--- src/rtl/wisc_pkg.sv ---
// wisc_pkg: shared arbiter state type, default bus widths and opcode constants
package wisc_pkg;
  typedef enum logic [1:0] {IDLE, IF_WAIT, DM_WAIT, DONE} arb_state_t;
  localparam int ADDR_W_DEF = 16;
  localparam int DATA_W_DEF = 16;
  localparam logic [3:0] LW   = 4'b1000;
  localparam logic [3:0] SW   = 4'b1001;
  localparam logic [3:0] CALL = 4'b1101;
  localparam logic [3:0] RET  = 4'b1110;
endpackage

--- src/rtl/mem_arbiter_if.sv ---
// mem_arbiter_if: fetch port, data port and memory port bundle; master = requesters+memory, slave = arbiter
interface mem_arbiter_if import wisc_pkg::*; #(
  parameter int ADDR_W = ADDR_W_DEF,
  parameter int DATA_W = DATA_W_DEF
);
  logic              if_req;
  logic [ADDR_W-1:0] if_addr;
  logic [DATA_W-1:0] if_rdata;
  logic              if_ready;
  logic              dm_re;
  logic              dm_we;
  logic [ADDR_W-1:0] dm_addr;
  logic [DATA_W-1:0] dm_wdata;
  logic [DATA_W-1:0] dm_rdata;
  logic              dm_ready;
  logic              mem_en;
  logic              mem_we;
  logic [ADDR_W-1:0] mem_addr;
  logic [DATA_W-1:0] mem_wdata;
  logic [DATA_W-1:0] mem_rdata;
  logic              mem_valid;
  modport master (
    output if_req, if_addr, dm_re, dm_we, dm_addr, dm_wdata, mem_rdata, mem_valid,
    input  if_rdata, if_ready, dm_rdata, dm_ready, mem_en, mem_we, mem_addr, mem_wdata
  );
  modport slave (
    input  if_req, if_addr, dm_re, dm_we, dm_addr, dm_wdata, mem_rdata, mem_valid,
    output if_rdata, if_ready, dm_rdata, dm_ready, mem_en, mem_we, mem_addr, mem_wdata
  );
endinterface

--- src/rtl/mem_arbiter.sv ---
// mem_arbiter: single-port memory arbiter, data over fetch with starvation guard; ports clk, rst, bus (slave of mem_arbiter_if)
module mem_arbiter import wisc_pkg::*; #(
  parameter int ADDR_W     = ADDR_W_DEF,
  parameter int DATA_W     = DATA_W_DEF,
  parameter int STARVE_MAX = 4
) (
  input logic          clk,
  input logic          rst,
  mem_arbiter_if.slave bus
);
  localparam int CW = $clog2(STARVE_MAX + 1);
  arb_state_t        state_q, state_d;
  logic [CW-1:0]     starve_q, starve_d;
  logic              mem_en_q, mem_en_d, mem_we_q, mem_we_d;
  logic              if_ready_q, if_ready_d, dm_ready_q, dm_ready_d;
  logic [ADDR_W-1:0] mem_addr_q, mem_addr_d;
  logic [DATA_W-1:0] mem_wdata_q, mem_wdata_d, if_rdata_q, if_rdata_d, dm_rdata_q, dm_rdata_d;
  logic              dm_req, starved, grant_if;
  assign dm_req   = bus.dm_re | bus.dm_we;
  assign starved  = starve_q == CW'(STARVE_MAX);
  assign grant_if = bus.if_req & (~dm_req | starved);
  always_comb begin
    state_d     = state_q;
    starve_d    = starve_q;
    mem_en_d    = 1'b0;
    mem_we_d    = mem_we_q;
    mem_addr_d  = mem_addr_q;
    mem_wdata_d = mem_wdata_q;
    if_ready_d  = 1'b0;
    dm_ready_d  = 1'b0;
    if_rdata_d  = if_rdata_q;
    dm_rdata_d  = dm_rdata_q;
    case (state_q)
      IDLE: begin
        if (grant_if) begin
          state_d    = IF_WAIT;
          mem_en_d   = 1'b1;
          mem_we_d   = 1'b0;
          mem_addr_d = bus.if_addr;
          starve_d   = '0;
        end else if (dm_req) begin
          state_d     = DM_WAIT;
          mem_en_d    = 1'b1;
          mem_we_d    = bus.dm_we;
          mem_addr_d  = bus.dm_addr;
          mem_wdata_d = bus.dm_wdata;
          starve_d    = !bus.if_req ? '0 : starved ? starve_q : starve_q + 1'b1;
        end
      end
      IF_WAIT: begin
        state_d    = bus.mem_valid ? DONE : IF_WAIT;
        if_ready_d = bus.mem_valid;
        if_rdata_d = bus.mem_valid ? bus.mem_rdata : if_rdata_q;
      end
      DM_WAIT: begin
        state_d    = bus.mem_valid ? DONE : DM_WAIT;
        dm_ready_d = bus.mem_valid;
        dm_rdata_d = (bus.mem_valid && !mem_we_q) ? bus.mem_rdata : dm_rdata_q;
      end
      default: state_d = IDLE;
    endcase
  end
  always_ff @(posedge clk) begin
    if (rst) begin
      state_q     <= IDLE;
      starve_q    <= '0;
      mem_en_q    <= 1'b0;
      mem_we_q    <= 1'b0;
      mem_addr_q  <= '0;
      mem_wdata_q <= '0;
      if_ready_q  <= 1'b0;
      dm_ready_q  <= 1'b0;
      if_rdata_q  <= '0;
      dm_rdata_q  <= '0;
    end else begin
      state_q     <= state_d;
      starve_q    <= starve_d;
      mem_en_q    <= mem_en_d;
      mem_we_q    <= mem_we_d;
      mem_addr_q  <= mem_addr_d;
      mem_wdata_q <= mem_wdata_d;
      if_ready_q  <= if_ready_d;
      dm_ready_q  <= dm_ready_d;
      if_rdata_q  <= if_rdata_d;
      dm_rdata_q  <= dm_rdata_d;
    end
  end
  assign bus.mem_en    = mem_en_q;
  assign bus.mem_we    = mem_we_q;
  assign bus.mem_addr  = mem_addr_q;
  assign bus.mem_wdata = mem_wdata_q;
  assign bus.if_ready  = if_ready_q;
  assign bus.dm_ready  = dm_ready_q;
  assign bus.if_rdata  = if_rdata_q;
  assign bus.dm_rdata  = dm_rdata_q;
endmodule

--- src/flat_wrapper.sv ---
// flat-port wrapper written by rule: the top's interface ports become plain ports
module mem_arbiter_flat import wisc_pkg::*;
#(
  parameter int ADDR_W     = ADDR_W_DEF,
  parameter int DATA_W     = DATA_W_DEF,
  parameter int STARVE_MAX = 4
)
  (clk, rst, bus_if_req, bus_if_addr, bus_dm_re, bus_dm_we, bus_dm_addr, bus_dm_wdata, bus_mem_rdata, bus_mem_valid, bus_if_rdata, bus_if_ready, bus_dm_rdata, bus_dm_ready, bus_mem_en, bus_mem_we, bus_mem_addr, bus_mem_wdata);
  mem_arbiter_if #(.ADDR_W(ADDR_W), .DATA_W(DATA_W)) bus_i ();
  input logic clk;
  input logic rst;
  input wire logic [$bits(bus_i.if_req)-1:0] bus_if_req;
  input wire logic [$bits(bus_i.if_addr)-1:0] bus_if_addr;
  input wire logic [$bits(bus_i.dm_re)-1:0] bus_dm_re;
  input wire logic [$bits(bus_i.dm_we)-1:0] bus_dm_we;
  input wire logic [$bits(bus_i.dm_addr)-1:0] bus_dm_addr;
  input wire logic [$bits(bus_i.dm_wdata)-1:0] bus_dm_wdata;
  input wire logic [$bits(bus_i.mem_rdata)-1:0] bus_mem_rdata;
  input wire logic [$bits(bus_i.mem_valid)-1:0] bus_mem_valid;
  output wire logic [$bits(bus_i.if_rdata)-1:0] bus_if_rdata;
  output wire logic [$bits(bus_i.if_ready)-1:0] bus_if_ready;
  output wire logic [$bits(bus_i.dm_rdata)-1:0] bus_dm_rdata;
  output wire logic [$bits(bus_i.dm_ready)-1:0] bus_dm_ready;
  output wire logic [$bits(bus_i.mem_en)-1:0] bus_mem_en;
  output wire logic [$bits(bus_i.mem_we)-1:0] bus_mem_we;
  output wire logic [$bits(bus_i.mem_addr)-1:0] bus_mem_addr;
  output wire logic [$bits(bus_i.mem_wdata)-1:0] bus_mem_wdata;
  assign bus_i.if_req = bus_if_req;
  assign bus_i.if_addr = bus_if_addr;
  assign bus_i.dm_re = bus_dm_re;
  assign bus_i.dm_we = bus_dm_we;
  assign bus_i.dm_addr = bus_dm_addr;
  assign bus_i.dm_wdata = bus_dm_wdata;
  assign bus_i.mem_rdata = bus_mem_rdata;
  assign bus_i.mem_valid = bus_mem_valid;
  assign bus_if_rdata = bus_i.if_rdata;
  assign bus_if_ready = bus_i.if_ready;
  assign bus_dm_rdata = bus_i.dm_rdata;
  assign bus_dm_ready = bus_i.dm_ready;
  assign bus_mem_en = bus_i.mem_en;
  assign bus_mem_we = bus_i.mem_we;
  assign bus_mem_addr = bus_i.mem_addr;
  assign bus_mem_wdata = bus_i.mem_wdata;
  mem_arbiter #(.ADDR_W(ADDR_W), .DATA_W(DATA_W), .STARVE_MAX(STARVE_MAX)) u_core (.clk(clk), .rst(rst), .bus(bus_i));
endmodule
--- config.mk ---
export PLATFORM = sky130hd
export DESIGN_NAME = mem_arbiter_flat
export DESIGN_NICKNAME = d
export VERILOG_FILES = /design/src/rtl/wisc_pkg.sv /design/src/rtl/mem_arbiter_if.sv /design/src/rtl/mem_arbiter.sv /design/src/flat_wrapper.sv
export SDC_FILE = /design/constraint.sdc
export NUM_CORES = 1
export LEC_CHECK = 0
export CAP_MARGIN = 20
export CELL_PAD_IN_SITES_DETAIL_PLACEMENT = 0
export CELL_PAD_IN_SITES_GLOBAL_PLACEMENT = 1
export CORE_UTILIZATION = 27
export DETAILED_ROUTE_END_ITERATION = 12
export PLACE_DENSITY_LB_ADDON = 0.1
export SYNTH_ARGS = -nofsm -noshare
export SYNTH_HDL_FRONTEND = slang
export SYNTH_SLANG_ARGS = --single-unit
export TNS_END_PERCENT = 5
--- constraint.sdc ---
create_clock -name clk -period 1.4 [get_ports clk]
set_input_delay 0.21 -clock clk [delete_from_list [all_inputs] [get_ports clk]]
set_output_delay 0.21 -clock clk [all_outputs]
set_load 0.02 [all_outputs]
==> results of run 1 <==
## sequential cells by signal, indices dropped and copies added (netlist names)
| signal | flops |
|---|---|
| u_core.starve_q | 3 |
| u_core.bus.if_ready | 1 |
| u_core.bus.dm_ready | 1 |
| u_core.bus.dm_rdata | 16 |
| u_core.bus.mem_we | 1 |
| u_core.bus.if_rdata | 16 |
| u_core.state_q | 2 |
| u_core.bus.mem_wdata | 16 |
| u_core.bus.mem_en | 1 |
| u_core.bus.mem_addr | 16 |
## cells in the mapped netlist (2+ instances only)
| library cell | n | area [µm²] |
|---|---|---|
| mux2i_1 | 16 | 160 |
| clkbuf_1 | 15 | 56.3 |
| nand3_1 | 17 | 85.1 |
| inv_1 | 3 | 11.3 |
| nor2_2 | 2 | 12.5 |
| ha_1 | 2 | 25.0 |
| nand3b_1 | 2 | 15.0 |
| clkbuf_2 | 2 | 10.0 |
| buf_2 | 9 | 45.0 |
| a221oi_1 | 2 | 17.5 |
| nand4b_1 | 2 | 17.5 |
| nor2_1 | 4 | 15.0 |
| buf_6 | 3 | 33.8 |
| nand2_1 | 64 | 240 |
| buf_1 | 3 | 11.3 |
| o21ai_0 | 21 | 105 |
| nand2b_1 | 32 | 200 |
| dfxtp_1 | 73 | 1460 |
| a311oi_1 | 16 | 140 |
| a21oi_1 | 53 | 265 |
## how the worst max path moves through the flow
stage	start	to	slack (ns)	cells past startpoint
2_1_floorplan	u_core.state_q[0]	u_core.bus.mem_wdata[0]	-0.05	7
3_3_place_gp	bus_dm_we	u_core.bus.mem_addr[4]	-0.40	4
3_5_place_dp	bus_dm_we	u_core.bus.mem_addr[4]	-0.43	4
4_1_cts	u_core.starve_q[1]	u_core.bus.mem_wdata[15]	-0.007	6
5_1_grt	u_core.starve_q[1]	u_core.bus.mem_wdata[13]	-0.11	6
6_report	u_core.starve_q[1]	u_core.bus.mem_wdata[5]	-0.02	6
## what timing repair did
action / CTS / global route
gates cloned: 0 / 1
pin swaps: 0 / 3
endpoints found under the setup margin: 100 / 32
gates resized for setup: 72 / 11
## per-stage QoR
step / instance area [µm²] / cells / hold slack, ns / util [%]
6_report: 5130 / 655 / 0.358 / 46.7
5_1_grt: 5130 / 655 / 0.368 / 46.7
4_1_cts: 5070 / 654 / 0.349 / 46.1
3_5_place_dp: 4820 / 638 / 0.446 / 43.9
3_3_place_gp: 4820 / 638 / 0.442 / 43.9
2_1_floorplan: 3100 / 358 / 0.346 / -
## cell families after synthesis
kind of cell,count (synthesis),share of synthesized area [%]
multiplexers,16,5.17
AO/OA/AOI/OAI,98,19.0
AND/OR/NAND/NOR,133,21.7
flip-flops,73,47.2
buffers and inverters,36,6.06
adder cells (fa/ha/maj),2,0.808
## metal layers
layer  share of wire, %  wire, µm  track usage, %  vias to the layer above
met5                  0         0               0                        -
met4               0.88        79            5.98                        0
met3                7.1       640            4.78                        7
met2                 46      4160            23.7                      111
met1                 46      4130            19.9                     1407
li1                   -         -               -                     1552
## area by class of cell
| type | instances | area [µm²] |
|---|---|---|
| Clock buffer | 11 | 243 |
| Timing Repair Buffer | 174 | 1650 |
| Sequential cell | 73 | 1460 |
| Inverter | 3 | 11.3 |
| Multi-Input combinational cell | 249 | 1510 |
| Fill cell | 1103 | 5850 |
| Tap cell | 140 | 175 |
| Clock inverter | 5 | 78.8 |
## power by group
part	switching (W)	internal, W
clock	0.000857	0.00161
sequential	0.0000740	0.00223
combinational	0.000621	0.000617
total	0.00155	0.00445
## worst reg2reg max path, cell delays in order, from the launching register on
cell and delay, ns:
dfxtp_2 0.34, inv_2 0.05, ha_4 0.17, nand3_2 0.08
nor3b_4 0.30, clkbuf_16 0.23, mux2i_1 0.18
==> results_dict.tcl, run 1 <==
set metrics [dict create \
    status "finished with violations" \
    violations "negative setup slack" \
    routed_via_density 4.70 \
    cp.arrival_ns 1.68 \
    setup_viol 9 \
    grt_usage_pct 15.4 \
    die_h_um 109 \
    total_power_w 0.00600 \
    fin_skew_ns 0.00541 \
    coreArea_um2 11000 \
    num_vias 3077 \
    tightest_slew_ns 0.403 \
    wl_per_cell_um 13.7 \
    gp_congestion 0.758 \
    layout_commonest_cell "dfxtp_1" \
    cp_max_fo 8 \
    drtIter0Drc 148 \
    finalMaxSlewViolations 0 \
    die_width_um 109 \
    cts_num_sinks 73 \
    critPathLaunchType "flop" \
    rsz0062_at_grt "true" \
    grt_pass1_wl_mm 14.2 \
    synth_edf_count 0 \
    min_path_type "input port to flop" \
    r2r_slack_ns -0.02 \
    antenna_left 0 \
    post-route-min-period_ns 1.42 \
    clock_latency_ns 0.33 \
    async_flop_share_pct 0 \
    maxSlewHeadroom_pct 73.1 \
    worstHoldEndpoint "u_core.starve_q[1]" \
    antenna_found_initial 0 \
    grt_max_degree 55 \
    root_buffer "clkbuf_16" \
    cp_top_family "simple AND/OR/NAND/NOR gates" \
    cts_tree "yes" \
    numCtsBuffers 9 \
    finalHoldViolations 0 \
    diodes 0 \
    die-area_um2 11900 \
    end_kind "flop" \
    path_buf_inv 2 \
    seq_area_frac_synth_pct 47.2 \
    top_level_ports 138 \
    cts_hold_buf 0 \
    critPathSlowestCell "dfxtp_2" \
    synth.net_count 430 \
    cap_viol_max_count 0 \
    leakagePower_nw 2.17 \
    clk_pin_slew_ns 0.06 \
    drc 0 \
    cts_max_path_buffers 2 \
    rr_startpoint "u_core.starve_q[1]" \
    ys.warnings.count 0 \
    period_share_pct 102 \
    hp-start "rst" \
    layout_common_cells "dfxtp_1 (71), dlygate4sd2_1 (69), clkdlybuf4s50_1 (65)" \
    r2r_cells 6 \
    synthFlopType "dfxtp_1" \
    nNetsFinal 582 \
    rows 38 \
    synth_cell_types 37 \
    irDropWorstVdd_mv 0.673 \
    htreeDepth 3 \
    crit_type "flop to flop" \
    min_path_cells 3 \
    ys_ff_latch 73 \
    syn_area_um2 3100 \
    grt_overflow_total 0 \
    setup_ws_ns -0.0233 \
    max_stage_delay_ns 0.34 \
    crit_chain "inv_2, ha_4, nand3_2, nor3b_4, clkbuf_16, mux2i_1" \
    fmax_mhz 703 \
    critPathRequiredTime_ns 1.65 \
    syn_inst 358 \
    layout-drive-gt1-share_pct 13.4 \
    reg2reg_to "u_core.bus.mem_wdata[5]" \
    start_util_pct 28.2 \
    portBuffers 137 \
    postSynthAreaPerCell_um2 8.65 \
    syn_to_final_growth_pct 65.8 \
    grt_pass1_vias 2916 \
    fin_tns_setup_ns -0.0966 \
    wl_mm 9.01 \
    first_pass_iters 5 \
    pre_cts_ws_ns -0.433 \
    power.density_nw_per_um2 1170 \
    postCtsSetupBuffers 0 \
    dp_hpwl_mm 6.37 \
]
Power figures use the tool's default switching activity.
==> inputs of run 2 (changes only) <==
--- a/config.mk
+++ b/config.mk
@@ -6,11 +6,10 @@
 export NUM_CORES = 1
 export LEC_CHECK = 0
 export CAP_MARGIN = 20
-export CELL_PAD_IN_SITES_DETAIL_PLACEMENT = 0
-export CELL_PAD_IN_SITES_GLOBAL_PLACEMENT = 1
-export CORE_UTILIZATION = 27
+export CORE_UTILIZATION = 38
 export DETAILED_ROUTE_END_ITERATION = 12
-export PLACE_DENSITY_LB_ADDON = 0.1
+export HOLD_SLACK_MARGIN = 0.02
+export PLACE_DENSITY = 0.77
 export SYNTH_ARGS = -nofsm -noshare
 export SYNTH_HDL_FRONTEND = slang
 export SYNTH_SLANG_ARGS = --single-unit
==> results_dict.tcl, run 2 (synthesis results as in run 1) <==
set metrics [dict create \
    status "finished clean" \
    layout-drive-gt1-share_pct 12.2 \
    antenna_found_initial 0 \
    grt_usage_pct 20.3 \
    critPathRequiredTime_ns 1.66 \
    die-area_um2 8510 \
    maxSlewHeadroom_pct 73.9 \
    coreArea_um2 7810 \
    rsz0062_at_grt "true" \
    tightest_slew_ns 0.390 \
    layout_commonest_cell "dfxtp_1" \
    cp.arrival_ns 1.62 \
    end_kind "flop" \
    layout_common_cells "dfxtp_1 (71), dlygate4sd2_1 (68), clkdlybuf4s50_1 (66)" \
    diodes 0 \
    pwr-share-clk_pct 36.1 \
    top_level_ports 138 \
    cap_viol_max_count 0 \
    grt_overflow_total 0 \
    setup_viol 0 \
    clk_pin_slew_ns 0.08 \
    cts_num_sinks 73 \
    portBuffers 137 \
    finalMaxSlewViolations 0 \
    leakagePower_nw 2.08 \
    grt_pass1_vias 2974 \
    finalHoldViolations 0 \
    drtIter0Drc 81 \
    combPwrFrac_pct 21.6 \
    cts_hold_buf 0 \
    dp_hpwl_mm 6.04 \
    routed_via_density 4.97 \
    cts_max_path_buffers 2 \
    die_width_um 92.3 \
    clock_latency_ns 0.33 \
    syn_to_final_growth_pct 58.6 \
    grt_pass1_wl_mm 13.9 \
    wl_mm 8.43 \
    cts_tree "yes" \
    internal_power_w 0.00399 \
    nNetsFinal 575 \
    p_seq_share_pct 42.2 \
    gp_congestion 0.891 \
    start_util_pct 39.6 \
    num_vias 3031 \
    htreeDepth 3 \
    seq_area_um2 1460 \
    fmax_mhz 732 \
    cp_max_fo 16 \
    switchingPower_w 0.00146 \
    critPathLaunchType "flop" \
    grt_max_degree 90 \
    total_power_w 0.00546 \
    die_h_um 92.3 \
    numCtsBuffers 9 \
    fin_area_um2 4910 \
    power.density_nw_per_um2 1110 \
    place_area_um2 4690 \
    fin_skew_ns 0.00714 \
    irDropWorstVdd_mv 0.657 \
    post-route-min-period_ns 1.37 \
    period_share_pct 97.6 \
    wl_per_cell_um 13.8 \
    drc 0 \
    rows 32 \
    min_path_type "input port to flop" \
    fillers 686 \
    switching_share_pct 26.8 \
    crit_type "flop to flop" \
    root_buffer "clkbuf_8" \
    first_pass_iters 4 \
    finish.utilization_pct 62.9 \
    antenna_left 0 \
    multi_input_area_um2 1510 \
]
-- run 2: cell type report --
type | instances | share of cell area [%]
timing repair buffer | 167 | 31.8
multi-input combinational | 249 | 30.7
sequential | 73 | 29.8
clock buffer | 10 | 2.60
tap | 102 | 2.60
clock inverter | 6 | 2.29
inverter | 3 | 0.229
-- run 2: timing repair --
item / 4_1_cts / 5_1_grt
setup buffers: 0 / 0
gates cloned: 0 / 0
setup endpoints to repair: 100 / 32
gates resized for setup: 73 / 10
pin swaps: 0 / 1
-- run 2: critical path: stages (launching register included) --
cell and delay [ns]:
dfxtp_1 0.31, or2_1 0.33, nor3b_4 0.24, buf_12 0.20
mux2i_1 0.21
-- run 2: power groups by stage --
stage	Sequential, W	Combinational [W]	Clock (W)
6_report	0.00230	0.00118	0.00197
5_1_grt	0.00232	0.00127	0.00212
4_1_cts	0.00230	0.00117	0.00201
3_5_place_dp	0.00235	0.00125	0
3_3_place_gp	0.00235	0.00123	0
2_1_floorplan	0.00252	0.000458	0
-- run 2: final timing paths --
path                               start                      end  slack [ns]  depth (start not counted)
setup reg to reg       u_core.state_q[0]  u_core.bus.mem_wdata[5]        0.03                          4
hold / removal                       rst   u_core.bus.dm_rdata[3]        0.37                          3
hold reg to reg   u_core.bus.dm_rdata[3]   u_core.bus.dm_rdata[3]        0.45                          2
setup / recovery       u_core.state_q[0]  u_core.bus.mem_wdata[5]        0.03                          4
-- run 2: per-layer routing --
| layer | global-route usage [%] | wire, µm |
|---|---|---|
| met4 | 8.98 | 172 |
| met2 | 34.1 | 4200 |
| met5 | 0 | 0 |
| met3 | 3.48 | 403 |
| met1 | 25.3 | 3650 |
-- run 2: through the flow --
stage / std cells / hold slack, ns / setup slack [ns] / TNS (ns)
6_report: 610 / 0.372 / 0.0340 / 0
5_1_grt: 610 / 0.384 / -0.0481 / -0.417
4_1_cts: 610 / 0.349 / 0.0191 / 0
3_5_place_dp: 594 / 0.445 / -0.392 / -15.53
3_3_place_gp: 594 / 0.442 / -0.316 / -12.81
2_1_floorplan: 358 / 0.346 / -0.0490 / -0.523
==> inputs of run 3 (changes only) <==
--- a/config.mk
+++ b/config.mk
@@ -10,6 +10,8 @@
 export DETAILED_ROUTE_END_ITERATION = 12
 export HOLD_SLACK_MARGIN = 0.02
 export PLACE_DENSITY = 0.77
+export REMOVE_ABC_BUFFERS = 1
+export SKIP_CTS_REPAIR_TIMING = 1
 export SYNTH_ARGS = -nofsm -noshare
 export SYNTH_HDL_FRONTEND = slang
 export SYNTH_SLANG_ARGS = --single-unit
==> results_dict.tcl, run 3 (synthesis results as in run 1) <==
set metrics [dict create \
    status "finished with violations" \
    violations "negative setup slack" \
    diodes 0 \
    grt_pass1_vias 3035 \
    nNetsFinal 580 \
    die-area_um2 8510 \
    worstSetupStartpoint "u_core.starve_q[0]" \
    coreArea_um2 7810 \
    clock_latency_ns 0.34 \
    cts_tree "yes" \
    cp_max_fo 8 \
    cp.arrival_ns 1.70 \
    end_kind "flop" \
    total_power_w 0.00565 \
    wl_mm 9.22 \
    clk_pin_slew_ns 0.08 \
    cts_max_path_buffers 2 \
    post-route-min-period_ns 1.44 \
    die_width_um 92.3 \
    layout_commonest_cell "dfxtp_1" \
    die_h_um 92.3 \
    drc 0 \
    place_area_um2 4760 \
    tightest_slew_ns 0.392 \
    dp_hpwl_mm 6.17 \
    fillers 646 \
    grt_max_degree 55 \
    hold_ws_ns 0.312 \
    wl_per_cell_um 15.0 \
    fin_tns_setup_ns -0.110 \
    rr_startpoint "u_core.starve_q[0]" \
    min_path_cells 3 \
    reg2reg_to "u_core.bus.mem_wdata[0]" \
    worstHoldEndpoint "u_core.starve_q[2]" \
    antenna_found_initial 0 \
    start_util_pct 39.6 \
    grt_overflow_total 0 \
    numCtsBuffers 9 \
    irDropWorstVdd_mv 0.494 \
    power.density_nw_per_um2 1060 \
    layout_common_cells "dfxtp_1 (70), clkdlybuf4s50_1 (68), dlymetal6s2s_1 (68)" \
    layout-drive-gt1-share_pct 13.8 \
    root_buffer "clkbuf_8" \
    grt_usage_pct 21.0 \
    maxSlewHeadroom_pct 73.8 \
    num_vias 3174 \
    hp-start "rst" \
    routed_via_density 5.16 \
    fin_area_um2 5320 \
    finalMaxSlewViolations 0 \
    gp_congestion 0.866 \
    critPathLaunchType "flop" \
    fmax_mhz 693 \
    drtIter0Drc 78 \
    r2r_slack_ns -0.04 \
    finalHoldViolations 0 \
    first_pass_iters 4 \
    r2r_cells 7 \
    setup_viol 7 \
    syn_to_final_growth_pct 72.0 \
    grt_pass1_wl_mm 14.0 \
    rows 32 \
    fin_skew_ns 0.0105 \
    htreeDepth 3 \
    leakagePower_nw 2.98 \
    crit_type "flop to flop" \
    setup_ws_ns -0.0440 \
    rsz0062_at_grt "true" \
    min_path_type "input port to flop" \
    cap_viol_max_count 0 \
    antenna_left 0 \
    portBuffers 137 \
    cts_num_sinks 73 \
    period_share_pct 103 \
    top_level_ports 138 \
    critPathRequiredTime_ns 1.65 \
]
-- run 3: layout make-up --
| cell class | instances | area, µm² | share of cell area (%) |
|---|---|---|---|
| Timing Repair Buffer | 172 | 1940 | 36.4 |
| Multi-Input combinational cell | 249 | 1530 | 28.8 |
| Sequential cell | 73 | 1470 | 27.5 |
| Clock buffer | 11 | 141 | 2.66 |
| Tap cell | 102 | 128 | 2.40 |
| Clock inverter | 5 | 103 | 1.93 |
| Inverter | 3 | 15.0 | 0.282 |
-- run 3: power by group --
group / total, W / internal, W / switching [W]
registers: 0.00231 / 0.00223 / 0.0000818
logic: 0.00135 / 0.000708 / 0.000640
clock network: 0.00200 / 0.00123 / 0.000768
-- run 3: how the worst max path moves through the flow --
stage                                   end
floorplan           u_core.bus.mem_wdata[0]
global placement    u_core.bus.mem_addr[10]
detailed placement  u_core.bus.mem_addr[10]
CTS                              bus_mem_we
global route        u_core.bus.mem_addr[13]
finish              u_core.bus.mem_wdata[0]
-- run 3: critical path: stages, from the launching register on --
cell and delay [ns]:
dfxtp_2 0.34, inv_2 0.04, ha_4 0.18, nand3_2 0.08
nor3b_4 0.18, buf_6 0.15, buf_12 0.14, mux2i_1 0.23
-- run 3: metrics by stage --
step           setup WS (ns)  instances  util (%)
6_report             -0.0440        615      68.2
5_1_grt               -0.128        615      68.2
4_1_cts               -0.254        610      64.1
3_5_place_dp          -0.435        594      61.0
3_3_place_gp          -0.357        594      61.0
2_1_floorplan         -0.636        325         -
-- run 3: per-layer routing --
layer,GRT usage [%],vias up,routed length [µm],share of wire [%]
li1,-,1538,-,-
met5,0,-,0,0
met1,24.9,1486,3750,41
met3,6.47,15,657,7.1
met4,9.64,0,178,1.9
met2,34.5,135,4630,50
==> RTL change 1, RTL diff (config.mk and constraints of run 3) <==
`STARVE_MAX` is set to 4 in 2 places; all go to 2.
--- a/src/rtl/mem_arbiter.sv
+++ b/src/rtl/mem_arbiter.sv
@@ -4,3 +4,3 @@
   parameter int DATA_W     = DATA_W_DEF,
-  parameter int STARVE_MAX = 4
+  parameter int STARVE_MAX = 2
 ) (
--- a/src/flat_wrapper.sv
+++ b/src/flat_wrapper.sv
@@ -5,3 +5,3 @@
   parameter int DATA_W     = DATA_W_DEF,
-  parameter int STARVE_MAX = 4
+  parameter int STARVE_MAX = 2
 )
Formal check against the unedited RTL: not equivalent (Yosys sat finds a counterexample within 10 cycles, from zero or initial values and one cycle with rst high).
==> RTL change 1 against run 3 <==
Count of clock-buffer cells in the layout is the same; sequential cell count fell by 1; sequential power fell by 2%; area after synthesis shrank 7.3%; critical path depth down 1; clock power hardly changed; hold slack improved by 0.037 ns; power down 1.8%; wire length increased by 0.55%; worst setup slack barely moved; final area down 6.9%; the run still ends with negative setup slack left; clock skew increased by 0.0012 ns; core utilization shrank 0.22 points.
==> RTL change 1: results (changes against run 3) <==
Global route
  – Number of global-route vias before repair: 2833 (-6.7%)
  – Largest net degree at the start of global routing: 73 (+33%)
  – All-Layer GR Usage: 21.2% (+0.24 points)
  – First-pass GRT wire length: 13000 µm (-7.3%)
  – Global-route congestion overflow total: 0 (unchanged)

Logic synthesis
  – Synth Area in Compound Gates: 25.8% (+6.7 points)
  – Sequential fraction of the synthesis area: 50.2% (+3.0 points)
  – Synth cell count leaders: dfxtp_1, a21oi_1, nand2_1
  – Post-synthesis xor/xnor area fraction: 0% (unchanged)
  – Asr flop ratio synth: 0% (unchanged)
  – Post-Synth Adder-Cell Area: 0.436% (-0.37 points)
  – Yosys warnings: 0 (unchanged)
  – Synthesized area per cell: 8.30 µm² (-4.1%)
  – Synth area leaders: dfxtp_1, a21oi_1, nand2_1, o21ai_0, nand3_1
  – Yosys cell types: 33 (-11%)
  – Multiplexer share of the synthesized area: 0% (-5.2 points)

STA
  – Normalized max-slew margin: 73.3% (-0.48 points)
  – Fin Setup TNS: -0.0672 ns (+0.0429 ns)
  – Endpoints failing setup: 4 (-3)
  – Clock Skew: 0.0117 ns (+0.00119 ns)
  – Setup WS post-layout: -0.0441 ns (-0.000100 ns)

Placement
  – DP Worst Slack: -0.607 ns (-0.172 ns)
  – GPL Wtd Cong: 0.746 (-14%)
  – Post-Place Cells: 571 (-3.9%)
  – Detailed placer's ending HPWL: 5820 µm (-5.7%)
  – Area after DPL: 4420 µm² (-7.2%)
  – Count of input and output buffers: 137 (unchanged)

Setup path
  – CP delay by family, top: buffers and inverters
  – Worst-path maximum fanout: 8 (unchanged)
  – Critical path's largest stage delay: 0.43 ns (+0.09 ns)
  – Critical-path top delay cell: clkdlybuf4s50_1
  – FF-to-FF Start: u_core.state_q[1]$_SDFFE_PP0P_
  – CP arrival: 1.63 ns (-0.07 ns)
  – Flop2flop setup slack: -0.01 ns (+0.03 ns)
  – R2R cell count: 4 (-3)
  – R2R Path End: u_core.starve_q[1]$_SDFFE_PP0P_

Drt
  – Vias post-DR: 3111 (-2.0%)
  – Drt pass-1 iters: 4 (unchanged)
  – Starting DRT DRC Count: 177 (+130%)
  – Routed WL: 9270 µm (+0.55%)

Power and ir drop
  – Leakage: 2.82 nW (-5.1%)
  – VDD IR max: 533 µV (+8.0%)
  – Switching fraction of total power: 26.9% (+0.59 points)

Cells and area
  – Final cell count without fillers: 592 (-3.7%)
  – # nets final: 559 (-3.6%)
  – Layout cell share with drive strength beyond 1: 11.6% (-2.3 points)
  – Fillers: 604 (-6.5%)
  – # diodes: 0 (unchanged)

Min path
  – Hold path startpoint: rst
  – Sink of the worst hold path: u_core.bus.dm_rdata[10]$_SDFFE_PP0P_
  – Hold path cells: 3 (unchanged)
  – Hold WC Path Type: in -> reg

Clock tree
  – CTS Buffer Depth: 2 (unchanged)
  – Num CTS Buffers: 9 (unchanged)
  – H-tree Lvls: 3 (unchanged)
  – Clk root buf: clkbuf_8
  – Clock Pin Slew Worst Setup and Hold Paths: 0.08 ns (about the same)

Outcome
  – Status: finished with violations
  – Failing checks: negative setup slack
==> RTL change 1: metal layers <==
metal	up-vias	track usage, %	routed length (µm)
met5	-	0	0
met1	1476	26.0	3840
met3	6	5.72	586
li1	1516	-	-
met4	0	5.57	55
met2	113	36.9	4790
==> RTL change 1: worst max-delay path by stage <==
stage,slack [ns],startpoint,end
after floorplan,-0.57,u_core.state_q[1]$_SDFFE_PP0P_,u_core.bus.dm_rdata[0]$_SDFFE_PP0P_
after global placement,-0.49,bus_if_req,u_core.bus.mem_addr[0]$_SDFFE_PP0P_
after detailed placement,-0.61,bus_if_req,u_core.bus.mem_addr[1]$_SDFFE_PP0P_
after CTS,-0.40,u_core.state_q[1]$_SDFFE_PP0P_,u_core.bus.mem_addr[5]$_SDFFE_PP0P_
after global routing,-0.09,bus_dm_re,u_core.bus.mem_addr[9]$_SDFFE_PP0P_
final,-0.04,bus_dm_re,u_core.bus.mem_addr[9]$_SDFFE_PP0P_
==> RTL change 1: cell type report <==
type                       instances  share of cell area [%]
timing repair buffer             162                    36.4
sequential                        72                    29.1
multi-input combinational        241                    26.9
clock buffer                      11                    2.85
tap                               99                    2.50
clock inverter                     5                    2.10
inverter                           2                   0.151
==> RTL change 1: worst min-delay path, delay by kind of cell <==
family,cells,cell delay [ns]
buf+inv,2,0.29
compound gates,1,0.13
==> RTL change 1: cells by family after synthesis <==
logic type | Yosys count
adder cells (fa/ha/maj) | 1
buffers and inverters | 35
AND/OR/NAND/NOR | 111
flip-flops | 72
AO/OA/AOI/OAI | 127
==> RTL change 1: power by group through the flow <==
stage / clock (mW) / sequential [mW] / combinational, mW
global placement: 0 / 2.32 / 1.22
global route: 2.15 / 2.29 / 1.36
floorplan: 0 / 2.50 / 0.340
CTS: 2.02 / 2.28 / 1.24
detailed placement: 0 / 2.33 / 1.24
finish: 2.00 / 2.27 / 1.27
==> RTL change 1: stage by stage <==
| stage | util, % | hold slack [ns] |
|---|---|---|
| floorplan | - | 0.279 |
| global placement | 60.6 | 0.441 |
| detailed placement | 60.6 | 0.447 |
| CTS | 64.0 | 0.349 |
| global route | 68.0 | 0.358 |
| finish | 68.0 | 0.349 |
==> RTL change 2, RTL diff (settings of run 3) <==
Without the edit above. `mem_addr_q` no longer has a reset.
--- a/src/rtl/mem_arbiter.sv
+++ b/src/rtl/mem_arbiter.sv
@@ -68,3 +68,2 @@
       mem_we_q    <= 1'b0;
-      mem_addr_q  <= '0;
       mem_wdata_q <= '0;
@@ -79,3 +78,2 @@
       mem_we_q    <= mem_we_d;
-      mem_addr_q  <= mem_addr_d;
       mem_wdata_q <= mem_wdata_d;
@@ -86,2 +84,6 @@
     end
+  end
+
+  always_ff @(posedge clk) begin
+    mem_addr_q <= mem_addr_d;
   end
Check against the original RTL: not equivalent (Yosys sat finds a counterexample within 4 cycles, from zero or initial values and one cycle with rst high).
==> RTL change 2 against run 3 <==
Worst setup slack worse by 0.21 ns; maximum frequency shrank 13%; hold slack worse by 0.11 ns; first-iteration DRC count increased by 88%; the run still ends with negative setup slack left; count of clock-buffer cells in the layout is the same; critical endpoint is now u_core.bus.mem_addr[7]$_DFFE_PP_; wire length down 11%; clock skew shrank 0.0023 ns; final area decreased by 4.3%; area after synthesis fell by 4.7%; power is 12% lower; sequential cell count unchanged; critical path depth decreased by 1; die area shrank 4.6%.
==> RTL change 2: results (changes against run 3) <==
Placement
  – Detailed placer's ending HPWL: 5650 µm (-8.4%)
  – Post-Place Cells: 541 (-8.9%)

Logic synthesis
  – Sequential fraction of the synthesis area: 55.0% (+7.8 points)
  – Yosys cell types: 33 (-11%)
  – Synth cell count leaders: nand2_1, dfxtp_1, a21oi_1

Power and ir drop
  – Leakage: 2.90 nW (-2.7%)
  – VDD IR max: 541 µV (+9.6%)

Cells and area
  – Final cell count without fillers: 560 (-8.9%)
  – Multi-input comb cells: 198 (-20%)
  – # nets final: 528 (-9.0%)
  – Sequential share of cell area: 31.9% (+4.3 points)
  – Fraction of area in multi-input gates: 25.4% (-3.4 points)
  – Layout area overhead: 72.7%

Setup path
  – CP delay by family, top: multiplexers
  – Critical-path top delay cell: mux2_2

STA
  – Fin Setup TNS: -6.86 ns (-6.75 ns)
  – Endpoints failing setup: 32 (+25)
  – Clock Skew: 0.00827 ns (-0.00227 ns)
  – Setup WS post-layout: -0.252 ns (-0.208 ns)

Drt
  – Post-Route M1 WL: 3520 µm (-6.1%)
  – Met2 WL: 3980 µm (-14%)
  – Met3 wire length: 565 µm (-14%)
  – Routed len/inst: 14.6 µm (-2.4%)

Global route
  – Met3 usage: 5.67% (-0.80 points)
  – Met2 Use GR: 33.0% (-1.5 points)
  – First-pass GRT wire length: 12900 µm (-8.2%)
  – Grt met1 use: 24.2% (-0.67 points)

Outcome
  – Failing checks: negative setup slack
  – Status: finished with violations
RTL change 2: cell types whose count changed after synthesis, sizes merged, moves of 2 or more:
cell and delta:
nand4b -2, clkbuf -2, nand4 +2, nand3 -17, buf -10, mux2 +16
nor2 -2, edfxtp +16, o21ai -17, a21oi -15, dfxtp -16, a311oi -16
RTL change 2: report_power, final:
part           total [mW]  internal [mW]  switching [mW]  leakage (nW)
Sequential           2.37           2.31          0.0604         0.622
Combinational        1.16          0.635           0.521          2.18
Clock                1.47          0.690           0.783        0.0895
Total                5.00           3.63            1.36          2.90
RTL change 2: worst reg2reg max path: cells and delay by family (launching register included):
kind                       cells  cell delay (ns)
and+or+nand+nor                1             0.17
AOI/OAI and AO/OA              1             0.16
buffers and inverters          2             0.23
muxes                          1             0.35
DFF                            1             0.34
adders and majority gates      1             0.15
RTL change 2: cell families (layout without fill, tap and decap cells):
family / Yosys count / after routing / synth area share [%]
multiplexers: 32 / 32 / 11.5
flip-flops: 73 / 73 / 55.0
buffers and inverters: 23 / 190 / 3.94
AO/OA/AOI/OAI: 48 / 48 / 9.33
AND/OR/NAND/NOR: 116 / 116 / 19.4
adder cells (fa/ha/maj): 2 / 2 / 0.848
RTL change 2: worst min-delay path by stage:
stage                                            to
2_1_floorplan   u_core.bus.dm_rdata[0]$_SDFFE_PP0P_
3_3_place_gp   u_core.bus.dm_rdata[13]$_SDFFE_PP0P_
3_5_place_dp    u_core.bus.if_rdata[0]$_SDFFE_PP0N_
4_1_cts         u_core.bus.if_rdata[7]$_SDFFE_PP0N_
5_1_grt         u_core.bus.dm_rdata[7]$_SDFFE_PP0P_
6_report        u_core.bus.dm_rdata[7]$_SDFFE_PP0P_
